==> src/rtl/adder_run_controller.sv <==
// Wishbone-mapped sequencer for the instrumented adder: holds the operands,
// runs one timed ring-oscillator window and captures the count and the sum.
module adder_run_controller #(
    parameter logic [31:0] BASE_ADDR  = 32'h3000_0000,
    parameter int          ADDER_W    = 8,
    parameter int          COUNT_W    = 32,
    parameter int          SETTLE_CYC = 4,
    parameter int          SYNC_CYC   = 4
) (
    input  logic               wb_clk_i,
    input  logic               wb_rst_i,
    input  logic               wbs_stb_i,
    input  logic               wbs_cyc_i,
    input  logic               wbs_we_i,
    input  logic [3:0]         wbs_sel_i,
    input  logic [31:0]        wbs_dat_i,
    input  logic [31:0]        wbs_adr_i,
    output logic               wbs_ack_o,
    output logic [31:0]        wbs_dat_o,
    output logic [ADDER_W-1:0] adder_a_o,
    output logic [ADDER_W-1:0] adder_b_o,
    input  logic [ADDER_W:0]   adder_sum_i,
    output logic               ring_en_o,
    output logic               count_rst_o,
    input  logic [COUNT_W-1:0] ring_count_i,
    output logic               busy_o,
    output logic               irq_o
);

    typedef enum logic [2:0] {IDLE, SETTLE, RUN, STOP, CAPTURE} state_t;

    state_t             state;
    logic [31:0]        cnt;
    logic [31:0]        window;
    logic [COUNT_W-1:0] result;
    logic [ADDER_W:0]   sum;
    logic               irq_en;
    logic               done;

    logic        req, wr, rd, ctrl_wr;
    logic [7:0]  offset;
    logic [31:0] byte_mask, oper_word, oper_next, window_next, rd_data, run_load;

    // The ack itself blocks a second request, giving the 2-cycle minimum access.
    assign req     = wbs_stb_i & wbs_cyc_i & (wbs_adr_i[31:8] == BASE_ADDR[31:8]) & ~wbs_ack_o;
    assign wr      = req & wbs_we_i;
    assign rd      = req & ~wbs_we_i;
    assign offset  = wbs_adr_i[7:0];
    assign ctrl_wr = wr && (offset == 8'h00);

    assign byte_mask = {{8{wbs_sel_i[3]}}, {8{wbs_sel_i[2]}}, {8{wbs_sel_i[1]}}, {8{wbs_sel_i[0]}}};
    assign oper_next   = (oper_word & ~byte_mask) | (wbs_dat_i & byte_mask);
    assign window_next = (window & ~byte_mask) | (wbs_dat_i & byte_mask);

    // RUN counts down from WINDOW-1; a zero window still runs one cycle.
    assign run_load = (window == 32'd0) ? 32'd0 : window - 32'd1;

    assign irq_o = done & irq_en;

    // Pack operands into their register layout and select read data.
    always_comb begin
        oper_word = '0;
        oper_word[ADDER_W-1:0]  = adder_a_o;
        oper_word[ADDER_W+15:16] = adder_b_o;
        rd_data = '0;
        case (offset)
            8'h00:   rd_data = {29'd0, done, irq_en, busy_o};
            8'h04:   rd_data = oper_word;
            8'h08:   rd_data = window;
            8'h0C:   rd_data = 32'(result);
            8'h10:   rd_data = 32'(sum);
            default: rd_data = '0;
        endcase
    end

    // Single-cycle ack with read data registered alongside it.
    always_ff @(posedge wb_clk_i) begin
        if (wb_rst_i) begin
            wbs_ack_o <= 1'b0;
            wbs_dat_o <= '0;
        end else begin
            wbs_ack_o <= req;
            wbs_dat_o <= rd ? rd_data : 32'd0;
        end
    end

    // Software-writable configuration; operands and window freeze while busy.
    always_ff @(posedge wb_clk_i) begin
        if (wb_rst_i) begin
            adder_a_o <= '0;
            adder_b_o <= '0;
            window    <= 32'd16;
            irq_en    <= 1'b0;
        end else if (wr) begin
            case (offset)
                8'h00: irq_en <= wbs_dat_i[1];
                8'h04: if (!busy_o) begin
                    adder_a_o <= oper_next[ADDER_W-1:0];
                    adder_b_o <= oper_next[ADDER_W+15:16];
                end
                8'h08: if (!busy_o) window <= window_next;
                default: ;
            endcase
        end
    end

    // Measurement sequencer with registered ring/counter/busy controls.
    always_ff @(posedge wb_clk_i) begin
        if (wb_rst_i) begin
            state       <= IDLE;
            cnt         <= '0;
            ring_en_o   <= 1'b0;
            count_rst_o <= 1'b1;
            busy_o      <= 1'b0;
            done        <= 1'b0;
            result      <= '0;
            sum         <= '0;
        end else begin
            // Capture below is later in the block, so a set on CAPTURE wins.
            if (ctrl_wr && wbs_dat_i[2]) done <= 1'b0;
            case (state)
                IDLE: if (ctrl_wr && wbs_dat_i[0]) begin
                    state  <= SETTLE;
                    cnt    <= 32'(SETTLE_CYC - 1);
                    busy_o <= 1'b1;
                    done   <= 1'b0;
                end
                SETTLE: if (cnt == 32'd0) begin
                    state       <= RUN;
                    cnt         <= run_load;
                    ring_en_o   <= 1'b1;
                    count_rst_o <= 1'b0;
                end else cnt <= cnt - 32'd1;
                RUN: if (cnt == 32'd0) begin
                    state     <= STOP;
                    cnt       <= 32'(SYNC_CYC - 1);
                    ring_en_o <= 1'b0;
                end else cnt <= cnt - 32'd1;
                STOP: if (cnt == 32'd0) state <= CAPTURE;
                      else cnt <= cnt - 32'd1;
                CAPTURE: begin
                    result      <= ring_count_i;
                    sum         <= adder_sum_i;
                    done        <= 1'b1;
                    state       <= IDLE;
                    busy_o      <= 1'b0;
                    count_rst_o <= 1'b1;
                end
                default: state <= IDLE;
            endcase
        end
    end

endmodule
==> config.mk <==
export PLATFORM = sky130hd
export DESIGN_NAME = adder_run_controller
export DESIGN_NICKNAME = d
export VERILOG_FILES = /design/src/rtl/adder_run_controller.sv
export SDC_FILE = /design/constraint.sdc
export NUM_CORES = 1
export LEC_CHECK = 0
export CAP_MARGIN = 20
export CORE_ASPECT_RATIO = 1.4
export CORE_UTILIZATION = 46
export DETAILED_ROUTE_END_ITERATION = 16
export PLACE_DENSITY = 0.77
export SLEW_MARGIN = 20
export SYNTH_ARGS = -nofsm -noshare
export SYNTH_HDL_FRONTEND = slang
export SYNTH_SLANG_ARGS = --single-unit
==> constraint.sdc <==
create_clock -name wb_clk_i -period 3.53 [get_ports wb_clk_i]
set_clock_uncertainty 0.15 [all_clocks]
set_input_delay 0.8825 -clock wb_clk_i [delete_from_list [all_inputs] [get_ports wb_clk_i]]
set_output_delay 0.8825 -clock wb_clk_i [all_outputs]
set_load 0.1 [all_outputs]
Word level (Yosys, flattened, before mapping)
Cells that the tools add are included.
{"block": "totals", "reg_bits": 162, "output_inout_bits": 53}
{"block": "classes", "n_bitwise": 16, "muxes": 21, "n_addsub": 2, "n_reduce_logical": 20, "eq_ne": 14}
{"cell": "$mux 32", "count": 5}
{"cell": "$pmux 32 s5", "count": 1}
{"cell": "$pmux 32 s4", "count": 1}
{"cell": "$and 32x32->32", "count": 2}
{"cell": "$logic_not 32->1", "count": 2}
{"cell": "$sub 32x1->32 const B", "count": 2}
{"cell": "$not 32->32", "count": 1}
{"cell": "$or 32x32->32", "count": 1}
{"cell": "$and 24x24->24", "count": 1}
{"cell": "$eq 24x22->1 const B", "count": 1}
{"cell": "$or 24x24->24", "count": 1}
{"cell": "$eq 8x4->1 const B", "count": 2}
{"cell": "$mux 3", "count": 4}
{"cell": "$pmux 3 s4", "count": 1}
{"cell": "$reduce_and 3->1", "count": 4}
{"cell": "$ne 2x2->1 const B", "count": 5}
{"cell": "$eq 8x3->1 const B", "count": 1}
{"cell": "$eq 8x5->1 const B", "count": 1}
{"cell": "$logic_not 8->1", "count": 1}
{"cell": "$pmux 1 s2", "count": 4}
{"cell": "$and 1x1->1", "count": 6}
{"cell": "$eq 3x2->1 const B", "count": 2}
{"cell": "$reduce_and 2->1", "count": 3}
{"cell": "$reduce_bool 2->1", "count": 3}
{"cell": "9 further kinds", "count": 18}

Depth between registers and ports, before layout
Gate-level depths: netlist of run 1.
{"block": "depth", "depth_word": 9, "mapped_depth": 11}

Least setup slack after synthesis of run 1
Ideal clock, no wire load.
{"block": "synth_path", "kind": "input to register", "from": "input port wbs_adr_i[3]", "to": "register cnt[17]", "t_required_ns": 3.260, "path_slack_ns": 0.109, "path_stages": 8, "n_path_buf": 2, "setup_ns": 0.120, "arrival_ns": 3.151, "path_cell_list": "buf_6 > or3b_1 > or4b_1 > or4_1 > a211o_1 > and2_4 > buf_6 > a211o_1"}
{"block": "synth_between", "elab_chain_cells": 5}
{"element": "start, declared", "line_no": "17", "source": "input logic [31:0] wbs_adr_i,"}
{"element": "$logic_not 8->1", "line_no": "49", "source": "assign ctrl_wr = wr && (offset == 8'h00);"}
{"element": "$logic_and 1x1->1", "line_no": "49"}
{"element": "$logic_and 1x1->1", "line_no": "122", "source": "IDLE: if (ctrl_wr && wbs_dat_i[0]) begin"}
{"element": "$ne 2x2->1 (no line)"}
{"element": "$reduce_and 3->1 (no line)"}
{"element": "end signal, assigned", "line_no": "124", "source": "cnt <= 32'(SETTLE_CYC - 1);"}
{"element": "end signal, assigned", "line_no": "130", "source": "cnt <= run_load;"}
{"element": "end signal, assigned", "line_no": "133", "source": "end else cnt <= cnt - 32'd1;"}
{"element": "end, declared", "line_no": "33", "source": "logic [31:0] cnt;"}
Every way passes these cells.
A chain may end at the register's enable or synchronous reset.

Worst setup path after layout of run 1
{"block": "layout_path", "from": "input port wbs_dat_i[0]", "to": "register cnt[24]"}
{"block": "layout_between", "elab_chain_cells": 3}
{"element": "start, declared", "line_no": "16", "source": "input logic [31:0] wbs_dat_i,"}
{"element": "$logic_and 1x1->1", "line_no": "122"}
{"element": "$ne 2x2->1 (no line)"}
{"element": "$reduce_and 3->1 (no line)"}
Every way passes these cells.

==> results of run 1 <==
timing repair:
action	4_1_cts	5_1_grt
resized for setup	1	1
pin swaps	0	2
cloned	0	1
endpoints found under the setup margin	2	7
cells in the final DEF (no fill, tap or decap), drive strengths merged, types with 8 or more instances in the layout:
| cell type | count |
|---|---|
| a22o | 20 |
| dfxtp | 162 |
| a211o | 13 |
| buf | 103 |
| clkbuf | 18 |
| nor2 | 89 |
| or3 | 11 |
| inv | 16 |
| o21ai | 12 |
| nor3 | 28 |
| nand3 | 19 |
| or4 | 17 |
| mux2 | 17 |
| clkdlybuf4s50 | 112 |
| a21oi | 52 |
| mux2i | 48 |
| a22oi | 15 |
| nand2 | 126 |
| xor2 | 15 |
| a21o | 8 |
| nor4 | 24 |
| xnor2 | 16 |
| nand4 | 10 |
power groups by stage:
stage                     Combinational [mW]  Clock, mW  Sequential [mW]
after global placement                 0.295          0             1.87
after global routing                   0.321       1.91             1.83
final                                  0.304       1.82             1.83
after CTS                              0.297       1.83             1.83
after floorplan                        0.111          0             1.88
after detailed placement               0.295          0             1.87
layout make-up:
| cell class | count | share of cell area (%) |
|---|---|---|
| Inverter | 9 | 0.3319 |
| Clock inverter | 14 | 1.574 |
| Multi-Input combinational cell | 655 | 40.36 |
| Sequential cell | 162 | 31.87 |
| Tap cell | 199 | 2.447 |
| Timing Repair Buffer | 215 | 19.20 |
| Clock buffer | 18 | 4.217 |
worst max-delay path by stage:
stage | from | end | cells past startpoint
floorplan | wbs_adr_i[3] | cnt[17] | 8
global placement | wbs_dat_i[0] | cnt[15] | 7
detailed placement | wbs_dat_i[0] | cnt[24] | 7
CTS | wbs_dat_i[0] | cnt[24] | 7
global route | wbs_dat_i[0] | cnt[24] | 7
finish | wbs_dat_i[0] | cnt[24] | 7
metal layers:
metal	track usage [%]	vias to the layer above
met5	0	-
met4	15.11	0
met3	5.518	85
met2	46.94	352
met1	30.58	3537
li1	-	3579
per-stage QoR:
step	hold slack, ps	instance area [um^2]	power, mW	setup TNS, ps	cells
global placement	289.6	9575	2.169	-13680	1239
floorplan	282.9	7589	1.987	0	876
global route	326.0	10180	4.067	0	1272
detailed placement	296.9	9575	2.169	-13620	1239
finish	306.1	10180	3.954	0	1272
CTS	306.3	10170	3.959	0	1271
kinds of logic after synthesis:
family / share of synthesized area (%)
and+or+nand+nor: 25.00
AOI/OAI and AO/OA: 16.21
muxes: 8.854
xor gates and xnor gates: 3.578
DFF: 42.74
buffers and inverters: 3.297
adders and majority gates: 0.3297
worst reg2reg max path, delay by kind of cell (launching register included):
kind,cells,cell delay [ps]
adder cells (fa/ha/maj),1,230
buffers and inverters,2,280
flip-flops,1,350
AO/OA/AOI/OAI,2,370
AND/OR/NAND/NOR,4,1450
cells in the mapped netlist (7+ instances only):
master / count
clkbuf_1: 45
nor4_1: 23
nand2_1: 126
o221ai_1: 7
nor2_1: 89
a22oi_1: 15
o22ai_1: 7
o31ai_1: 7
a21oi_1: 52
a22o_1: 20
nand3_1: 19
or2_2: 7
inv_1: 8
mux2_2: 17
nor3_1: 28
nand4_1: 10
mux2i_1: 48
and3_1: 7
dfxtp_1: 162
a211o_1: 13
or4_1: 17
xor2_1: 15
o21ai_0: 9
a21o_1: 8
or3_1: 11
xnor2_1: 16
==> results.md, run 1 <==
* Max Slew Vio Count at 0
* Setup bufs post-CTS at 0
* Netlist cell types at 66
* Min-Delay Endpoint: result[14]
* Post-synth EDFFs at 0
* Die Footprint at 17020 um^2
* Ant diodes at 0
* Fmax at 0.2910 GHz
* Sequential Area at 3243 um^2
* Comb pwr share at 7.7%
* Clock Latency Late Sink at 440 ps
* Least-Margin Pin Slew at 725.1 ps
* Layout Nets at 1176
* Initial Util at 46.92%
* M1 WL at 8749 um
* Setup violations, final at 0
* Cts bufs inserted at 17
* Area grow syn2layout at 34.11%
* Worst r2r path cells at 9
* Final hold violations at 0
* Initial antenna violation count at 0
* Worst slew margin at 51.48%
* Fill cell count at 1326
* # IOs at 167
* CP cell instances: clkdlybuf4s50_1 > or3b_1 > or4b_1 > or4_4 > a211o_1 > and2_4 > a221o_1
* DR pass1 iterations at 5
* Synthesized Nets at 992
* Most used DFF post-synth: dfxtp_1
* Leakage at 4.523 nW
* Row cnt at 55
* Vias per inst at 5.938
* Worst slack, placed at -454.5 ps
* Gate Count Post-Synth at 876
* GPL Wtd Cong at 0.9079
* Gr ovfl total at 0
* Flop pwr share at 46.3%
* TritonCTS clock tree: yes
* Max cap viols at 0
* Crit Reg-Reg Endpoint: cnt[23]
* Synth area leader: dfxtp_1
* CP Launch Type: input port
* Die H at 154.0 um
* Core area at 16170 um^2
* Yosys reg bits at 162
* Mapped cell area at 7589 um^2
* Clock share of power at 46.0%
* Pint at 2.941 mW
* WL met2 at 11590 um
* Hold Path Class: flop to flop
* DRC violations left at 0
* Yosys top cell area share at 42.74%
* Status: complete, no violations
* PwrDens at 388.5 nW/um^2
* RSZ-0062 raised after global routing: no
* Synth Warn # at 0
* Worst-path clk slew at 70 ps
* Port-buffer cells at 166
* Clock period minus worst slack at 3436 ps
* H-tree levels at 4
* Hold_sp: result[14]
* Crit path DAT at 3600 ps
* Critical path data required time at 3690 ps
* CTS Buffer Depth at 2
* Iteration-0 DRC count of the detailed router at 437
* Worst setup margin at 94.08 ps
* Detail Route Antenna Nets at 0
* Final Core Density at 62.93%
* CP Max Fanout at 10
* P_sw at 1.013 mW
* Final worst path period share at 97.33%
* CTS root buf: clkbuf_16
* Crit-path max cell delay at 550 ps
* Largest net degree at the start of global routing at 53
* Worst Path Buf+Inv at 1
* Top post-synthesis cells by area: dfxtp_1 43%, mux2i_1 6.3%, nand2_1 6.2%
* Share of post-route cells with drive strength above 1 at 15.47%
* Number of global-route vias before repair at 7265
* Area of the multi-input gates at 4108 um^2
* First-pass GRT wire length at 36550 um
* Clk sinks at 162
* DR top layer: met4
* All-Layer GR Usage at 26.95%
* Die Wd at 110.6 um
* Routed length on met3 at 1693 um
* Async S/R FF share, synth at 0%
* Critical path class: input port to flop
* Mean Syn Cell Area at 8.663 um^2
* Reg2reg start: cnt[0]
* WL/cell at 18.25 um
* Final Routed Wirelength at 23220 um
* Post-DP HPWL at 17200 um
* CP endpoint kind: flop
* VDD IR max at 295.8 uV
* Switching Share at 25.62%
* CTS Hold Buffers Added at 0
* WHS Path Cells at 2
* Via count at 7553
* Post-synthesis sequential area ratio at 42.74%
* Reg2Reg Setup Slack at 580 ps
* Top delay family on crit path: simple AND/OR/NAND/NOR gates
* Slowest-stage cell, CP: or4b_1
No activity file was read; power rests on OpenSTA's default activity.
==> run 2: changes to the inputs <==
==> constraint.sdc (replaced) <==
create_clock -name wb_clk_i -period 3.53 [get_ports wb_clk_i]
set_clock_uncertainty 0.15 [all_clocks]
set_input_delay 0.5295 -clock wb_clk_i [delete_from_list [all_inputs] [get_ports wb_clk_i]]
set_output_delay 0.5295 -clock wb_clk_i [all_outputs]
set_load 0.1 [all_outputs]
==> results.md, run 2 (synthesis gave the netlist of run 1 again) <==
* Cts bufs inserted at 17
* Top delay family on crit path: simple AND/OR/NAND/NOR gates
* Crit-path max cell delay at 530 ps
* Max cap viols at 0
* CTS Buffer Depth at 2
* GPL Wtd Cong at 0.9304
* Final setup TNS at 0 ps
* Status: complete, no violations
* Die Wd at 110.6 um
* Die H at 154.0 um
* TritonCTS clock tree: yes
* Switching Share at 25.67%
* Setup violations, final at 0
* Worst r2r path cells at 9
* Iteration-0 DRC count of the detailed router at 433
* Clk sinks at 162
* DR pass1 iterations at 5
* Slowest-stage cell, CP: or4b_1
* Row cnt at 55
* Final Routed Wirelength at 23730 um
* Critical path class: input port to flop
* CTS Hold Buffers Added at 0
* Initial Util at 46.92%
* P_sw at 1.022 mW
* Pint at 2.960 mW
* Die Footprint at 17020 um^2
* First-pass GRT wire length at 37570 um
* Comb pwr share at 7.6%
* Worst-path clk slew at 70 ps
* Flop pwr share at 46.0%
* Critical path data required time at 3700 ps
* CP Launch Type: input port
* Stages on worst setup path at 7
* # IOs at 167
* Hold Path Class: input port to flop
* Total chip power at 3.982 mW
* Share of post-route cells with drive strength above 1 at 9.962%
* Core area at 16170 um^2
* Number of global-route vias before repair at 7298
* Cts repair resizes at 0
* Final worst path period share at 90.25%
* CP Max Fanout at 18
* CP cell instances: clkdlybuf4s50_1 > or3b_1 > or4b_1 > or4_1 > a211o_1 > and2_4 > a221o_1
* CTS root buf: clkbuf_16
* Max Slew Vio Count at 0
* Final hold violations at 0
* Layout Nets at 1167
* All-Layer GR Usage at 27.74%
* RSZ-0062 raised after global routing: no
* Initial antenna violation count at 0
* Largest net degree at the start of global routing at 52
* Most frequent cells in the layout: 163 x clkdlybuf4s50_1, 162 x dfxtp_1, 126 x nand2_1
* DRC violations left at 0
* Worst slew margin at 29.60%
* WHS Path Cells at 3
* Post-DP HPWL at 17390 um
* PwrDens at 390.8 nW/um^2
* Via count at 7463
* CP endpoint kind: flop
* H-tree levels at 4
* Clock Latency Late Sink at 430 ps
* VDD IR max at 320.4 uV
* Commonest non-fill, non-tap cell in the layout: clkdlybuf4s50_1
* Vias per inst at 5.909
* Detail Route Antenna Nets at 0
* Ant diodes at 0
* Crit path DAT at 3350 ps
* Gr ovfl total at 0
* Hold_sp: wb_rst_i
* CP Launch Point: wbs_dat_i[0]
* Area grow syn2layout at 34.28%
* Clock share of power at 46.4%
* Port-buffer cells at 166
* Setup bufs post-CTS at 0
* Leakage at 4.364 nW
* Clock period minus worst slack at 3186 ps
* WL/cell at 18.79 um
* Least-Margin Pin Slew at 1053 ps
* Fmax at 0.3139 GHz
* Worst Path Buf+Inv at 1
* Reg2reg start: cnt[0]
## run 2: cell types whose count changed in the layout (fill, tap and decap cells not counted), sizes merged
| cell | previous run | this run |
|---|---|---|
| and2 | 7 | 6 |
| clkdlybuf4s50 | 112 | 163 |
| buf | 103 | 44 |
## run 2: worst paths after layout
| kind | end | slack (ps) |
|---|---|---|
| worst max-delay path | cnt[15] | 340 |
| worst min-delay path | wbs_ack_o | 290 |
| worst max register to register | cnt[23] | 640 |
| worst min register to register | result[11] | 300 |
## run 2: routing by layer
layer  track usage (%)  vias up  routed length [um]
li1                  -     3559                   -
met1             32.35     3542                9217
met2             49.72      303               12240
met3             4.730       59                1429
met4             11.87        0                 847
met5                 0        -                   0
## run 2: cell type report
type                       instances  area, um^2
tap                              199       249.0
multi-input combinational        654        4095
clock inverter                    14       157.7
fill                            1348        5982
clock buffer                      18       439.2
sequential                       162        3243
inverter                           9       33.78
timing repair buffer             207        1972
## run 2: power by group through the flow
stage | sequential [mW] | combinational (mW) | clock, mW
2_1_floorplan | 1.88 | 0.111 | 0
3_3_place_gp | 1.87 | 0.297 | 0
3_5_place_dp | 1.87 | 0.298 | 0
4_1_cts | 1.83 | 0.300 | 1.86
5_1_grt | 1.83 | 0.320 | 1.94
6_report | 1.83 | 0.303 | 1.85
## run 2: worst reg2reg max path: cells and delay by family (launching register included)
kind / cells / cell delay [ps]
DFF: 1 / 350
adders and majority gates: 1 / 240
AOI/OAI and AO/OA: 2 / 370
and+or+nand+nor: 4 / 1340
buffers and inverters: 2 / 340
## run 2: through the flow
step                      setup WS, ps  utilization [%]  hold slack [ps]  cells  area (um^2)
final                            344.1            63.01            292.8   1263        10190
after global routing             286.4            63.01            308.7   1263        10190
after CTS                        352.9            63.01            289.4   1263        10190
after detailed placement        -93.74            59.32            294.9   1231         9593
after global placement          -78.06            59.32            289.7   1231         9593
after floorplan                  462.3                -            282.9    876         7589
